$ cat config.mk
export PLATFORM = sky130hd
export DESIGN_NAME = accu_job_scheduler
export DESIGN_NICKNAME = d
export VERILOG_FILES = /design/src/rtl/accu_job_scheduler.sv
export SDC_FILE = /design/constraint.sdc
export NUM_CORES = 1
export LEC_CHECK = 0
export ABC_CLOCK_PERIOD_IN_PS = 2900
export CAP_MARGIN = 10
export CORE_UTILIZATION = 29
export DETAILED_ROUTE_END_ITERATION = 8
export PLACE_DENSITY = 0.54
export SYNTH_ARGS = -nofsm -noshare
export SYNTH_HDL_FRONTEND = slang
export SYNTH_SLANG_ARGS = --single-unit
$ cat constraint.sdc
create_clock -name sys_clk -period 2.9 [get_ports sys_clk]
set_input_delay 0.58 -clock sys_clk [delete_from_list [all_inputs] [get_ports sys_clk]]
set_output_delay 0.58 -clock sys_clk [all_outputs]
set_load 0.03 [all_outputs]
$ cat src/rtl/accu_job_scheduler.sv
// Job scheduler for the stream accumulator: queues job lengths pushed by the
// register logic and runs them one at a time on the accumulator, with a
// per-job timeout guard, completion pulses, a completed-job count and sticky errors.
module accu_job_scheduler #(
  parameter int unsigned QDEPTH  = 4,
  parameter int unsigned LEN_W   = 32,
  parameter int unsigned TIMEOUT = 65536
) (
  input  logic                       sys_clk,
  input  logic                       sys_rst_n,
  input  logic                       cmd_valid,
  output logic                       cmd_ready,
  input  logic [LEN_W-1:0]           cmd_length,
  input  logic                       abort,
  output logic                       accu_en,
  output logic [LEN_W-1:0]           accu_length,
  input  logic                       accu_finished,
  output logic                       job_done,
  output logic [15:0]                job_count,
  output logic                       busy,
  output logic [$clog2(QDEPTH):0]    q_level,
  output logic                       err_timeout,
  output logic                       err_zero_len
);

  localparam int unsigned PW = $clog2(QDEPTH);
  localparam int unsigned LW = PW + 1;
  localparam int unsigned TW = $clog2(TIMEOUT + 1);

  typedef enum logic [2:0] {StIdle, StAck, StRun, StGap, StErr} state_e;

  state_e            state_q, state_d;
  logic [LEN_W-1:0]  mem_q [QDEPTH];
  logic [PW-1:0]     rd_ptr_q, wr_ptr_q;
  logic [LW-1:0]     level_q;
  logic [TW-1:0]     tmr_q;
  logic [LEN_W-1:0]  length_q;
  logic [15:0]       count_q;
  logic              err_to_q, err_zl_q;
  logic              push, store, pop, timeout_hit;

  // Zero-length pushes are accepted (ready honoured) but never stored.
  assign push        = cmd_valid && cmd_ready && !abort;
  assign store       = push && (cmd_length != '0);
  assign pop         = (state_q == StIdle) && (level_q != '0) && !abort;
  // Last permitted cycle of ACK+RUN; leaving it unfinished is a timeout.
  assign timeout_hit = (tmr_q == TW'(TIMEOUT - 1));

  // State register
  always_ff @(posedge sys_clk or negedge sys_rst_n) begin
    if (!sys_rst_n) state_q <= StIdle;
    else            state_q <= state_d;
  end

  // Next-state logic; abort overrides everything
  always_comb begin
    state_d = state_q;
    if (abort) begin
      state_d = StIdle;
    end else begin
      unique case (state_q)
        StIdle: if (level_q != '0) state_d = StAck;
        StAck: begin
          if (timeout_hit)         state_d = StErr;
          else if (!accu_finished) state_d = StRun;
        end
        StRun: begin
          // A finish on the final permitted cycle still counts as success
          if (accu_finished)       state_d = StGap;
          else if (timeout_hit)    state_d = StErr;
        end
        StGap:   state_d = StIdle;
        StErr:   state_d = StErr;
        default: state_d = StIdle;
      endcase
    end
  end

  // Outputs decoded from state and queue occupancy
  always_comb begin
    accu_en      = (state_q == StAck) || (state_q == StRun);
    job_done     = (state_q == StGap);
    cmd_ready    = (level_q != LW'(QDEPTH)) && (state_q != StErr);
    busy         = (state_q != StIdle) || (level_q != '0);
    accu_length  = length_q;
    job_count    = count_q;
    q_level      = level_q;
    err_timeout  = err_to_q;
    err_zero_len = err_zl_q;
  end

  // Queue storage; no reset needed, occupancy is tracked by the pointers
  always_ff @(posedge sys_clk) begin
    if (store) mem_q[wr_ptr_q] <= cmd_length;
  end

  // Queue pointers, job latch, timeout counter, job count and sticky errors
  always_ff @(posedge sys_clk or negedge sys_rst_n) begin
    if (!sys_rst_n) begin
      rd_ptr_q <= '0;
      wr_ptr_q <= '0;
      level_q  <= '0;
      tmr_q    <= '0;
      length_q <= '0;
      count_q  <= '0;
      err_to_q <= 1'b0;
      err_zl_q <= 1'b0;
    end else if (abort) begin
      rd_ptr_q <= '0;
      wr_ptr_q <= '0;
      level_q  <= '0;
      tmr_q    <= '0;
      count_q  <= '0;
      err_to_q <= 1'b0;
      err_zl_q <= 1'b0;
    end else begin
      if (store) wr_ptr_q <= wr_ptr_q + 1'b1;
      if (pop) begin
        rd_ptr_q <= rd_ptr_q + 1'b1;
        length_q <= mem_q[rd_ptr_q];
      end
      if (store && !pop)      level_q <= level_q + 1'b1;
      else if (!store && pop) level_q <= level_q - 1'b1;

      if (pop)                                               tmr_q <= '0;
      else if ((state_q == StAck) || (state_q == StRun))     tmr_q <= tmr_q + 1'b1;

      if (push && (cmd_length == '0))                        err_zl_q <= 1'b1;
      if ((state_q == StRun) && accu_finished)               count_q  <= count_q + 1'b1;
      if ((state_d == StErr) && (state_q != StErr))          err_to_q <= 1'b1;
    end
  end

endmodule

==> results of run 1 <==
==> metal layers <==
layer	part of all wire, %	GRT usage, %	up-vias
met1	44	16.9	2544
met2	48	21.5	140
met4	2.0	3.24	0
met3	5.5	2.66	35
met5	0	0	-
li1	-	-	2280
==> flip-flops by register name, indices dropped and copies added (netlist names) <==
register and cells:
mem_q 128, accu_length 32, tmr_q 17, job_count 16, q_level 3, state_q 3, rd_ptr_q 2, wr_ptr_q 2
err_timeout 1, err_zero_len 1
==> cells in the final DEF (no fill, tap or decap), drive strengths merged, types with 2 or more instances in the layout <==
| master | netlist | layout |
|---|---|---|
| a31oi | 3 | 3 |
| xor2 | 21 | 21 |
| and3 | 2 | 2 |
| buf | 17 | 58 |
| nor2b | 2 | 2 |
| edfxtp | 128 | 128 |
| nor2 | 47 | 47 |
| dfrtp | 77 | 77 |
| a21oi | 9 | 9 |
| nand3 | 14 | 14 |
| o2111ai | 3 | 3 |
| bufinv | 0 | 4 |
| nor3 | 7 | 7 |
| mux4 | 32 | 32 |
| o211ai | 3 | 3 |
| nor4 | 10 | 10 |
| clkinv | 0 | 6 |
| nand2 | 20 | 20 |
| o21ai | 10 | 10 |
| nor3b | 2 | 2 |
| mux2 | 33 | 33 |
| nand4 | 11 | 11 |
| or3 | 7 | 7 |
| inv | 13 | 14 |
| and4 | 5 | 5 |
| mux2i | 2 | 2 |
| clkdlybuf4s50 | 0 | 91 |
| clkbuf | 5 | 32 |
| xnor2 | 8 | 8 |
| and2 | 7 | 7 |
| ha | 8 | 8 |
==> through the flow <==
step,hold WS (ns),total power [mW],utilization [%],cells
2_1_floorplan,0.284,5.57,-,518
3_3_place_gp,0.488,6.68,35.9,1030
3_5_place_dp,0.494,6.74,35.9,1030
4_1_cts,0.0808,9.99,38.9,1074
5_1_grt,0.116,10.3,39.0,1074
6_report,0.0846,9.84,39.0,1074
==> cell type report <==
type                            count  area, um2
Clock inverter                     12        180
Clock buffer                       32        671
Inverter                           13       48.8
Tap cell                          384        480
Timing Repair Buffer              150       1480
Multi-Input combinational cell    278       2550
Sequential cell                   205       5770
Fill cell                        2660      17500
==> power by group through the flow <==
stage               registers (mW)  clock network, mW  logic [mW]
finish                        3.75               3.18        2.90
global route                  3.82               3.39        3.10
CTS                           3.76               3.29        2.93
detailed placement            3.82                  0        2.92
global placement              3.80                  0        2.88
floorplan                     4.21                  0        1.36
==> cell families after synthesis <==
family / after synthesis
compound gates: 35
xor+xnor: 30
fa+ha+maj: 9
buf+inv: 35
flops: 205
mux: 67
simple gates: 137
==> what timing repair did <==
item | 4_1_cts | 5_1_grt
gates resized for setup | 0 | 5
endpoints found under the setup margin | 0 | 5
hold buffers | 0 | 0
==> final timing paths <==
kind	from	to	slack [ns]	cells after the start
worst min-delay path	sys_rst_n	accu_length[4]$_DFFE_PN0P_	0.08	1
worst max-delay path	state_q[2]$_DFF_PN0_	cmd_ready	0.12	3
min in group sys_clk	accu_length[11]$_DFFE_PN0P_	accu_length[11]$_DFFE_PN0P_	0.50	1
worst min register to register	accu_length[11]$_DFFE_PN0P_	accu_length[11]$_DFFE_PN0P_	0.50	1
max in group asynchronous	sys_rst_n	accu_length[10]$_DFFE_PN0P_	2.06	2
worst max register to register	state_q[1]$_DFF_PN0_	q_level[1]$_DFFE_PN0P_	0.39	8
==> metrics.csv, run 1 <==
stage;metric;value;unit
status;status;finished, final reports clean;
yosys;xor/xnor share of the synthesized area;3.27;%
critical_path;Crit path max-delay family;buffers and inverters;
critical_path;CP cell instances;buf_4, a22oi_1, clkdlybuf4s50_1;
yosys;largest family of logic cells by synthesized area;multiplexers;
die;core footprint;0.0287;mm2
clocking;post-CTS setup buffers;0;
placement;post-DP HPWL;12400;um
power_and_ir_drop;PwrDens;879;mW/mm2
sta;Final period util;95.9;%
sta;Max-slew headroom;56.4;%
routing;Via-to-Cell Ratio;4.65;
yosys;most area-consuming cells after synthesis;edfxtp_1 (45%), dfrtp_1 (23%), mux4_2 (8.5%);
sta;Slew Viols, Final;0;
die;initial core utilization;29.5;%
power_and_ir_drop;worst ir drop on vdd;0.387;mV
yosys;Yosys Warn Count;0;
placement;IO Port Bufs;93;
placement;routability cong.;0.786;
global_routing;Remaining Overflow, GRT;0;
routing;antenna viol nets, final;0;
yosys;most common cell in the netlist;edfxtp_1;
critical_path;Worst EP required;2.32;ns
yosys;top cells by count, synth;edfxtp_1 (128), dfrtp_1 (77), nor2_1 (45);
clocking;clk slew on worst S/H paths;0.06;ns
critical_path;Critical Path Slowest Stage Cell;clkdlybuf4s50_1;
yosys;number of synthesized register bits;205;
routing;DR vias;4999;
job;# Max-Cap Violations;0;
final_layout;post-route cell area;0.0112;mm2
yosys;syn nets;564;
yosys;Post-Synth Simple-Gate Area;8.88;%
critical_path;max incr delay on CP;0.74;ns
yosys;Post-synth ARST share;37.6;%
worst_hold_path;Hold WC Path Type;input pin to async pin;
clocking;CTS H-tree lvls;1;
die;row cnt;62;
power_and_ir_drop;Comb power frac;29.5;%
final_layout;Final nets;718;
final_layout;share of cells above drive strength 1;26.8;%
die;chip width;173;um
global_routing;first-pass GRT wire length;30400;um
sta;FMAX;359;MHz
die;io pins;94;
yosys;top_reg_cell synth;edfxtp_1;
routing;Initial DRC Count;230;
global_routing;antenna violations before repair;0;
clocking;clk buf depth;3;
die;Die Height;173;um
sta;Setup Viol. Count Final;0;
critical_path;CP Launch Type;flop;
critical_path;Worst Path Max Fanout;10;
power_and_ir_drop;sw frac;30.0;%
sta;Layout Skew;0.0109;ns
critical_path;worst path bufs/invs;2;
clocking;Skew-Pair Late Insertion Delay;0.52;ns
yosys;Syn Area/Cell;16.3;um2
yosys;Synth area leader;edfxtp_1;
power_and_ir_drop;sequential share of power;38.2;%
sta;Fin. Hold Viols;0;
power_and_ir_drop;Internal Power;6.88;mW
yosys;post-synthesis cell count;518;
clocking;CTS tree;done;
yosys;top cell type's share of synthesized area;45.5;%
final_layout;Antenna Cells;0;
die;Die Footprint;0.0298;mm2
placement;DP Worst Slack;-0.479;ns
yosys;register area share after synthesis;68.3;%
yosys;number of synthesized flops with an enable pin;128;
clocking;clock buffer count from CTS;24;
sta;crit path time final;2.78;ns
yosys;Synth cell types;53;
global_routing;largest net degree at the start of global routing;44;
yosys;mux contribution to synthesized area;13.2;%
sta;Slew @ Worst Pin;0.655;ns
final_layout;Layout area overhead;32.4;%
global_routing;total track usage;12.8;%
power_and_ir_drop;Clk network pwr share;32.4;%
power_and_ir_drop;Leakage;4.04;nW
sta;RSZ-0062 raised after global routing;true;
clocking;CTS sink cnt;205;
yosys;Syn Std Cell Area;0.00845;mm2
yosys;post-synthesis adder-cell area fraction;1.42;%
critical_path;Setup crit end kind;primary output;
critical_path;Crit Path Category;flop to primary output;
sta;setup ws final;0.118;ns
sta;setup TNS;0;ns
routing;drt pass-1 iters;4;
routing;DRC viols;0;
routing;final wirelength;18700;um
global_routing;vias in the first global route;5485;
routing;routed len/inst;17.4;um
yosys;post-synthesis compound-gate area fraction;3.12;%
critical_path;crit path DAT;2.20;ns
clocking;clock root buffer;clkbuf_16;
power_and_ir_drop;switching power total;2.95;mW
placement;post-placement cell area;0.0103;mm2
No activity file was read; power rests on OpenSTA's default activity.
==> run 2: changes to the inputs <==
--- a/config.mk
+++ b/config.mk
@@ -8,6 +8,7 @@
 export ABC_CLOCK_PERIOD_IN_PS = 2900
 export CAP_MARGIN = 10
 export CORE_UTILIZATION = 29
+export CTS_BUF_LIST = sky130_fd_sc_hd__clkbuf_8
 export DETAILED_ROUTE_END_ITERATION = 8
 export PLACE_DENSITY = 0.54
 export SYNTH_ARGS = -nofsm -noshare
==> run 2 against run 1 <==
Non-clock buffer count unchanged. Critical path depth up 7. Critical path type is now input pin to flop. Die area stayed put. Sequential share of layout area grew 0.48 points. First-iteration DRC count shrank 3.5%. Clock-buffer cell count rose by 10. Largest cell class unchanged. Flip-flop and latch count did not move. Cell area decreased by 0.92%. Highest routed layer unchanged. Register-to-register slack gained 0.02 ns. Clock power fell by 14%. Critical endpoint is now q_level[1]$_DFFE_PN0P_.
==> metrics.csv, run 2 (synthesis results as in run 1) <==
stage;metric;value;unit;change
power_and_ir_drop;Clk network pwr share;29.0;%;-3.4 points
critical_path;Worst Path Max Fanout;5;;-5
worst_hold_path;Hold WC Path Type;input pin to async pin;;
die;row cnt;62;;unchanged
routing;antenna viol nets, final;0;;unchanged
sta;Final period util;95.3;%;-0.68 points
power_and_ir_drop;Comb power frac;30.9;%;+1.4 points
sta;setup ws final;0.137;ns;+0.0196 ns
critical_path;crit path DAT;3.20;ns;+1.00 ns
placement;routability cong.;0.786;;unchanged
clocking;clock buffer count from CTS;38;;+58%
final_layout;post-route cell area;0.0111;mm2;-0.92%
power_and_ir_drop;Internal Power;6.41;mW;-6.8%
power_and_ir_drop;PwrDens;845;mW/mm2;-3.8%
global_routing;vias in the first global route;5604;;+2.2%
clocking;clk buf depth;3;;unchanged
clocking;# hold bufs at CTS;0;;unchanged
critical_path;FF-to-FF path depth;8;;unchanged
power_and_ir_drop;sw frac;31.6;%;+1.6 points
global_routing;total track usage;13.2;%;+0.35 points
final_layout;Layout area overhead;31.2;%;
sta;Slew Viols, Final;0;;unchanged
critical_path;Critical R2R Launch;state_q[1]$_DFF_PN0_;;
critical_path;reg2reg setup slack;0.41;ns;+0.02 ns
sta;RSZ-0062 raised after global routing;false;;
die;chip width;173;um;unchanged
critical_path;Setup crit end kind;flop;;
final_layout;commonest non-fill, non-tap cell in the layout;edfxtp_1;;
final_layout;Largest register FFs;128;;unchanged
power_and_ir_drop;switching power total;2.96;mW;+0.23%
final_layout;Final nets;732;;+1.9%
critical_path;CP Launch Type;input pin;;
global_routing;largest net degree at the start of global routing;44;;unchanged
placement;DP Worst Slack;-0.479;ns;unchanged
placement;Inst Count DP;1030;;unchanged
clocking;clock root buffer;clkbuf_8;;
routing;DR vias;5097;;+2.0%
placement;post-placement cell area;0.0103;mm2;unchanged
final_layout;area of the multi-input gates;0.00255;mm2;unchanged
routing;Initial DRC Count;222;;-3.5%
sta;Fin. Hold Viols;0;;unchanged
global_routing;first-pass GRT wire length;30900;um;+1.7%
sta;FMAX;362;MHz;+0.71%
clocking;post-CTS setup buffers;0;;unchanged
global_routing;antenna violations before repair;0;;unchanged
clocking;Skew-Pair Late Insertion Delay;0.53;ns;about the same
die;Die Height;173;um;unchanged
die;initial core utilization;29.5;%;unchanged
power_and_ir_drop;Leakage;4.05;nW;+0.34%
die;core footprint;0.0287;mm2;unchanged
critical_path;Worst EP required;3.34;ns;+1.02 ns
clocking;CTS H-tree lvls;2;;+1
clocking;post-cts sizing count;0;;unchanged
status;status;finished, final reports clean;;
sta;Slew @ Worst Pin;0.647;ns;-0.00798 ns
clocking;CTS sink cnt;205;;unchanged
global_routing;Remaining Overflow, GRT;0;;unchanged
placement;IO Port Bufs;93;;unchanged
job;# Max-Cap Violations;0;;unchanged
sta;setup TNS;0;ns;unchanged
routing;drt pass-1 iters;4;;unchanged
die;Die Footprint;0.0298;mm2;unchanged
sta;Setup Viol. Count Final;0;;unchanged
clocking;clk slew on worst S/H paths;0.07;ns;about the same
final_layout;share of cells above drive strength 1;27.6;%;+0.74 points
power_and_ir_drop;worst ir drop on vdd;0.282;mV;-27%
routing;Via-to-Cell Ratio;4.64;;-0.36%
final_layout;Antenna Cells;0;;unchanged
critical_path;Crit Path Category;input pin to flop;;
placement;post-DP HPWL;12400;um;unchanged
final_layout;Largest Register;mem_q;;
final_layout;most frequent cells in the layout;edfxtp_1 (128), clkdlybuf4s50_1 (91), dfrtp_1 (75);;
critical_path;RR Endpoint;q_level[1]$_DFFE_PN0P_;;
sta;Max-slew headroom;56.9;%;+0.53 points
routing;routed len/inst;17.3;um;-0.55%
final_layout;Non-Filler Instances;1099;;+2.3%
sta;crit path time final;2.76;ns;-0.0196 ns
sta;Layout Skew;0.0186;ns;+0.00774 ns
routing;DRC viols;0;;unchanged
power_and_ir_drop;sequential share of power;40.1;%;+1.9 points
clocking;CTS tree;done;;
final_layout;Filler cells;2700;;+1.5%
routing;final wirelength;19000;um;+1.8%
die;io pins;94;;unchanged
final_layout;Reg area;0.00577;mm2;unchanged
run 2: worst max-delay path: stages:
cell	delay [ns]
clkdlybuf4s50_1	0.49
nor4_1	0.31
buf_4	0.18
nand4_1	0.20
o21ai_4	0.20
nor2_1	0.08
fa_1	0.45
or3_1	0.34
mux2_1	0.29
o211ai_1	0.08
run 2: worst max-delay path by stage:
stage	startpoint	to	slack, ns	depth (start not counted)
floorplan	q_level[2]$_DFFE_PN0P_	q_level[1]$_DFFE_PN0P_	0.26	10
global placement	cmd_length[6]	q_level[1]$_DFFE_PN0P_	-0.45	10
detailed placement	cmd_length[6]	q_level[1]$_DFFE_PN0P_	-0.48	10
CTS	state_q[0]$_DFF_PN0_	busy	0.06	4
global route	cmd_length[1]	q_level[1]$_DFFE_PN0P_	0.007	10
finish	cmd_length[1]	q_level[1]$_DFFE_PN0P_	0.14	10
run 2: cell type report:
class / instances / area share [%]
timing repair buffer: 150 / 13.4
tap: 384 / 4.33
inverter: 13 / 0.440
clock buffer: 42 / 5.21
clock inverter: 27 / 1.53
multi-input combinational: 278 / 23.0
sequential: 205 / 52.1
run 2: through the flow:
step / hold WS, ns / util (%) / total power, mW
floorplan: 0.284 / - / 5.57
global placement: 0.488 / 35.9 / 6.68
detailed placement: 0.494 / 35.9 / 6.74
CTS: 0.0592 / 38.5 / 9.54
global route: 0.0844 / 38.6 / 9.88
finish: 0.0798 / 38.6 / 9.37
run 2: power by group through the flow:
stage	Sequential (mW)	Combinational [mW]	Clock [mW]
2_1_floorplan	4.21	1.36	0
3_3_place_gp	3.80	2.88	0
3_5_place_dp	3.82	2.92	0
6_report	3.76	2.90	2.72
5_1_grt	3.82	3.10	2.96
4_1_cts	3.77	2.94	2.84
run 2: layer usage:
metal | wire [um] | vias up | part of all wire [%] | track usage (%)
met5 | 0 | - | 0 | 0
met4 | 411 | 0 | 2.2 | 4.28
met3 | 1110 | 38 | 5.8 | 3.36
met2 | 9160 | 146 | 48 | 21.8
met1 | 8320 | 2596 | 44 | 16.9
li1 | - | 2317 | - | -
==> run 3: changes to the inputs <==
--- a/config.mk
+++ b/config.mk
@@ -7,10 +7,12 @@
 export LEC_CHECK = 0
 export ABC_CLOCK_PERIOD_IN_PS = 2900
 export CAP_MARGIN = 10
+export CELL_PAD_IN_SITES_DETAIL_PLACEMENT = 1
+export CELL_PAD_IN_SITES_GLOBAL_PLACEMENT = 1
 export CORE_UTILIZATION = 29
 export CTS_BUF_LIST = sky130_fd_sc_hd__clkbuf_8
 export DETAILED_ROUTE_END_ITERATION = 8
-export PLACE_DENSITY = 0.54
+export PLACE_DENSITY = 0.6
 export SYNTH_ARGS = -nofsm -noshare
 export SYNTH_HDL_FRONTEND = slang
 export SYNTH_SLANG_ARGS = --single-unit
==> run 3 against run 2 <==
Maximum frequency fell by 0.83%. Utilization decreased by 0.57 points. First-iteration DRC count is 9.9% higher. Register-to-register slack lost 0.08 ns. Via count down 0.80%. Cell area is 1.5% lower. Combinational power is essentially flat. Critical path depth unchanged. Non-clock buffer count fell by 8. Critical path type unchanged. Largest cell class unchanged.
==> metrics.csv, run 3 (synthesis results as in run 1) <==
stage;metric;value;unit;change
status;status;finished, final reports clean;;
die;initial core utilization;29.5;%;unchanged
sta;crit path time final;2.79;ns;+0.0232 ns
critical_path;Worst Path Max Fanout;5;;unchanged
critical_path;Critical Path Source;cmd_length[8];;
die;Die Height;173;um;unchanged
final_layout;share of cells above drive strength 1;25.1;%;-2.4 points
power_and_ir_drop;Leakage;3.96;nW;-2.3%
placement;routability cong.;0.760;;-3.4%
critical_path;CP Depth;10;;unchanged
critical_path;CP cell instances;clkdlybuf4s50_1, nor4_2, buf_4, nand4_1, o21ai_4, nor2_1, fa_1, or3_1, mux2_1, o211ai_1;;
routing;Initial DRC Count;244;;+9.9%
critical_path;Critical Path Slowest Stage Cell;clkdlybuf4s50_1;;
global_routing;total track usage;13.9;%;+0.69 points
final_layout;Final nets;725;;-0.96%
sta;Max-slew headroom;62.1;%;+5.2 points
routing;DRC viols;0;;unchanged
critical_path;crit path DAT;3.21;ns;about the same
clocking;clock buffer count from CTS;39;;+2.6%
sta;RSZ-0062 raised after global routing;false;;
global_routing;Remaining Overflow, GRT;0;;unchanged
routing;final wirelength;20100;um;+6.0%
critical_path;FF-to-FF path depth;8;;unchanged
clocking;clk slew on worst S/H paths;0.05;ns;-0.02 ns
clocking;CTS H-tree lvls;2;;unchanged
clocking;clk buf depth;3;;unchanged
die;row cnt;62;;unchanged
die;chip width;173;um;unchanged
worst_hold_path;Hold WC Path Type;input pin to async pin;;
clocking;Skew-Pair Late Insertion Delay;0.52;ns;about the same
global_routing;largest net degree at the start of global routing;34;;-23%
die;core footprint;0.0287;mm2;unchanged
sta;Layout Skew;0.0135;ns;-0.00506 ns
placement;IO Port Bufs;93;;unchanged
final_layout;commonest non-fill, non-tap cell in the layout;edfxtp_1;;
routing;drt pass-1 iters;4;;unchanged
clocking;CTS sink cnt;205;;unchanged
global_routing;antenna violations before repair;0;;unchanged
critical_path;Critical R2R Launch;state_q[1]$_DFF_PN0_;;
job;# Max-Cap Violations;0;;unchanged
final_layout;Non-Filler Instances;1093;;-0.55%
global_routing;first-pass GRT wire length;32400;um;+4.8%
critical_path;max incr delay on CP;0.50;ns;about the same
sta;Fin. Hold Viols;0;;unchanged
sta;FMAX;359;MHz;-0.83%
routing;antenna viol nets, final;0;;unchanged
clocking;CTS tree;done;;
sta;Slew @ Worst Pin;0.564;ns;-0.0824 ns
final_layout;Largest Register;mem_q;;
sta;Final period util;96.1;%;+0.80 points
global_routing;vias in the first global route;5795;;+3.4%
sta;Setup Viol. Count Final;0;;unchanged
critical_path;CP Launch Type;input pin;;
critical_path;worst path bufs/invs;2;;unchanged
power_and_ir_drop;total power;9.20;mW;-1.8%
sta;Slew Viols, Final;0;;unchanged
final_layout;most frequent cells in the layout;edfxtp_1 (128), clkdlybuf4s50_1 (90), dfrtp_1 (76);;
clocking;post-CTS setup buffers;0;;unchanged
final_layout;Layout area overhead;29.2;%;
critical_path;Crit path max-delay family;simple AND/OR/NAND/NOR gates;;
critical_path;Worst EP required;3.33;ns;about the same
placement;post-DP HPWL;12800;um;+3.5%
clocking;clock root buffer;clkbuf_8;;
power_and_ir_drop;PwrDens;842;mW/mm2;-0.37%
power_and_ir_drop;worst ir drop on vdd;0.334;mV;+18%
routing;routed len/inst;18.4;um;+6.6%
die;Die Footprint;0.0298;mm2;unchanged
die;io pins;94;;unchanged
placement;Inst Count DP;1021;;-0.87%
routing;DR vias;5056;;-0.80%
critical_path;Crit Path Category;input pin to flop;;
routing;Via-to-Cell Ratio;4.63;;-0.26%
critical_path;Setup crit end kind;flop;;
final_layout;Largest register FFs;128;;unchanged
[run 3: cell types whose count changed in the layout (fill, tap and decap cells not counted), sizes merged, moves of 2 or more]
cell	before	now
buf	58	49
inv	26	31
clkbuf	42	40
dlygate4sd2	0	2
[run 3: final timing paths]
| check | to | slack, ns |
|---|---|---|
| setup / recovery | q_level[1]$_DFFE_PN0P_ | 0.11 |
| hold / removal | accu_length[9]$_DFFE_PN0P_ | 0.50 |
| setup reg to reg | q_level[1]$_DFFE_PN0P_ | 0.33 |
| hold reg to reg | accu_length[11]$_DFFE_PN0P_ | 0.50 |
| max in group asynchronous | accu_length[10]$_DFFE_PN0P_ | 1.75 |
| min in group sys_clk | accu_length[11]$_DFFE_PN0P_ | 0.50 |
[run 3: area by class of cell]
class	count	area, um2
inverters	13	48.8
multi-input cells	278	2550
well taps	384	480
diodes	1	2.50
fillers	2979	17800
repair buffers	142	1370
clock inverters	30	151
clock buffers	40	551
flip-flops and latches	205	5770
[run 3: what timing repair did]
item,4_1_cts,5_1_grt
gates resized for setup,2,3
pin swaps,0,1
hold buffers,1,0
hold endpoints to repair,15,0
setup endpoints to repair,2,2
[run 3: worst register-to-register path, cell delays in order (launching register included)]
cell	delay, ns
dfrtp_1	0.55
nor2_1	0.17
a221oi_4	0.34
o21ai_4	0.10
nor2_1	0.15
fa_1	0.45
or3_1	0.36
mux2_1	0.30
o211ai_1	0.08
[run 3: routing by layer]
metal	vias to the layer above	track usage [%]	routed length, um
li1	2305	-	-
met5	-	0	0
met2	114	23.6	9980
met1	2602	17.7	8850
met3	35	3.10	899
met4	0	3.95	408
[run 3: report_power, final]
part	internal, mW	leakage, nW	total, mW	switching [mW]
Sequential	3.51	2.16	3.72	0.212
Clock	1.37	0.418	2.56	1.19
Combinational	1.34	1.38	2.92	1.57
Total	6.23	3.96	9.20	2.97
[run 3: per-stage QoR]
stage / setup TNS (ns) / instance area, um2 / util (%) / hold WS [ns] / setup WS (ns)
after floorplan: 0 / 8450 / - / 0.284 / 0.257
after global placement: -11.84 / 10200 / 35.5 / 0.483 / -0.444
after detailed placement: -15.57 / 10200 / 35.5 / 0.483 / -0.537
after CTS: 0 / 10900 / 38.0 / 0.466 / 0.0715
after global routing: 0 / 10900 / 38.1 / 0.490 / 0.0163
final: 0 / 10900 / 38.1 / 0.501 / 0.114
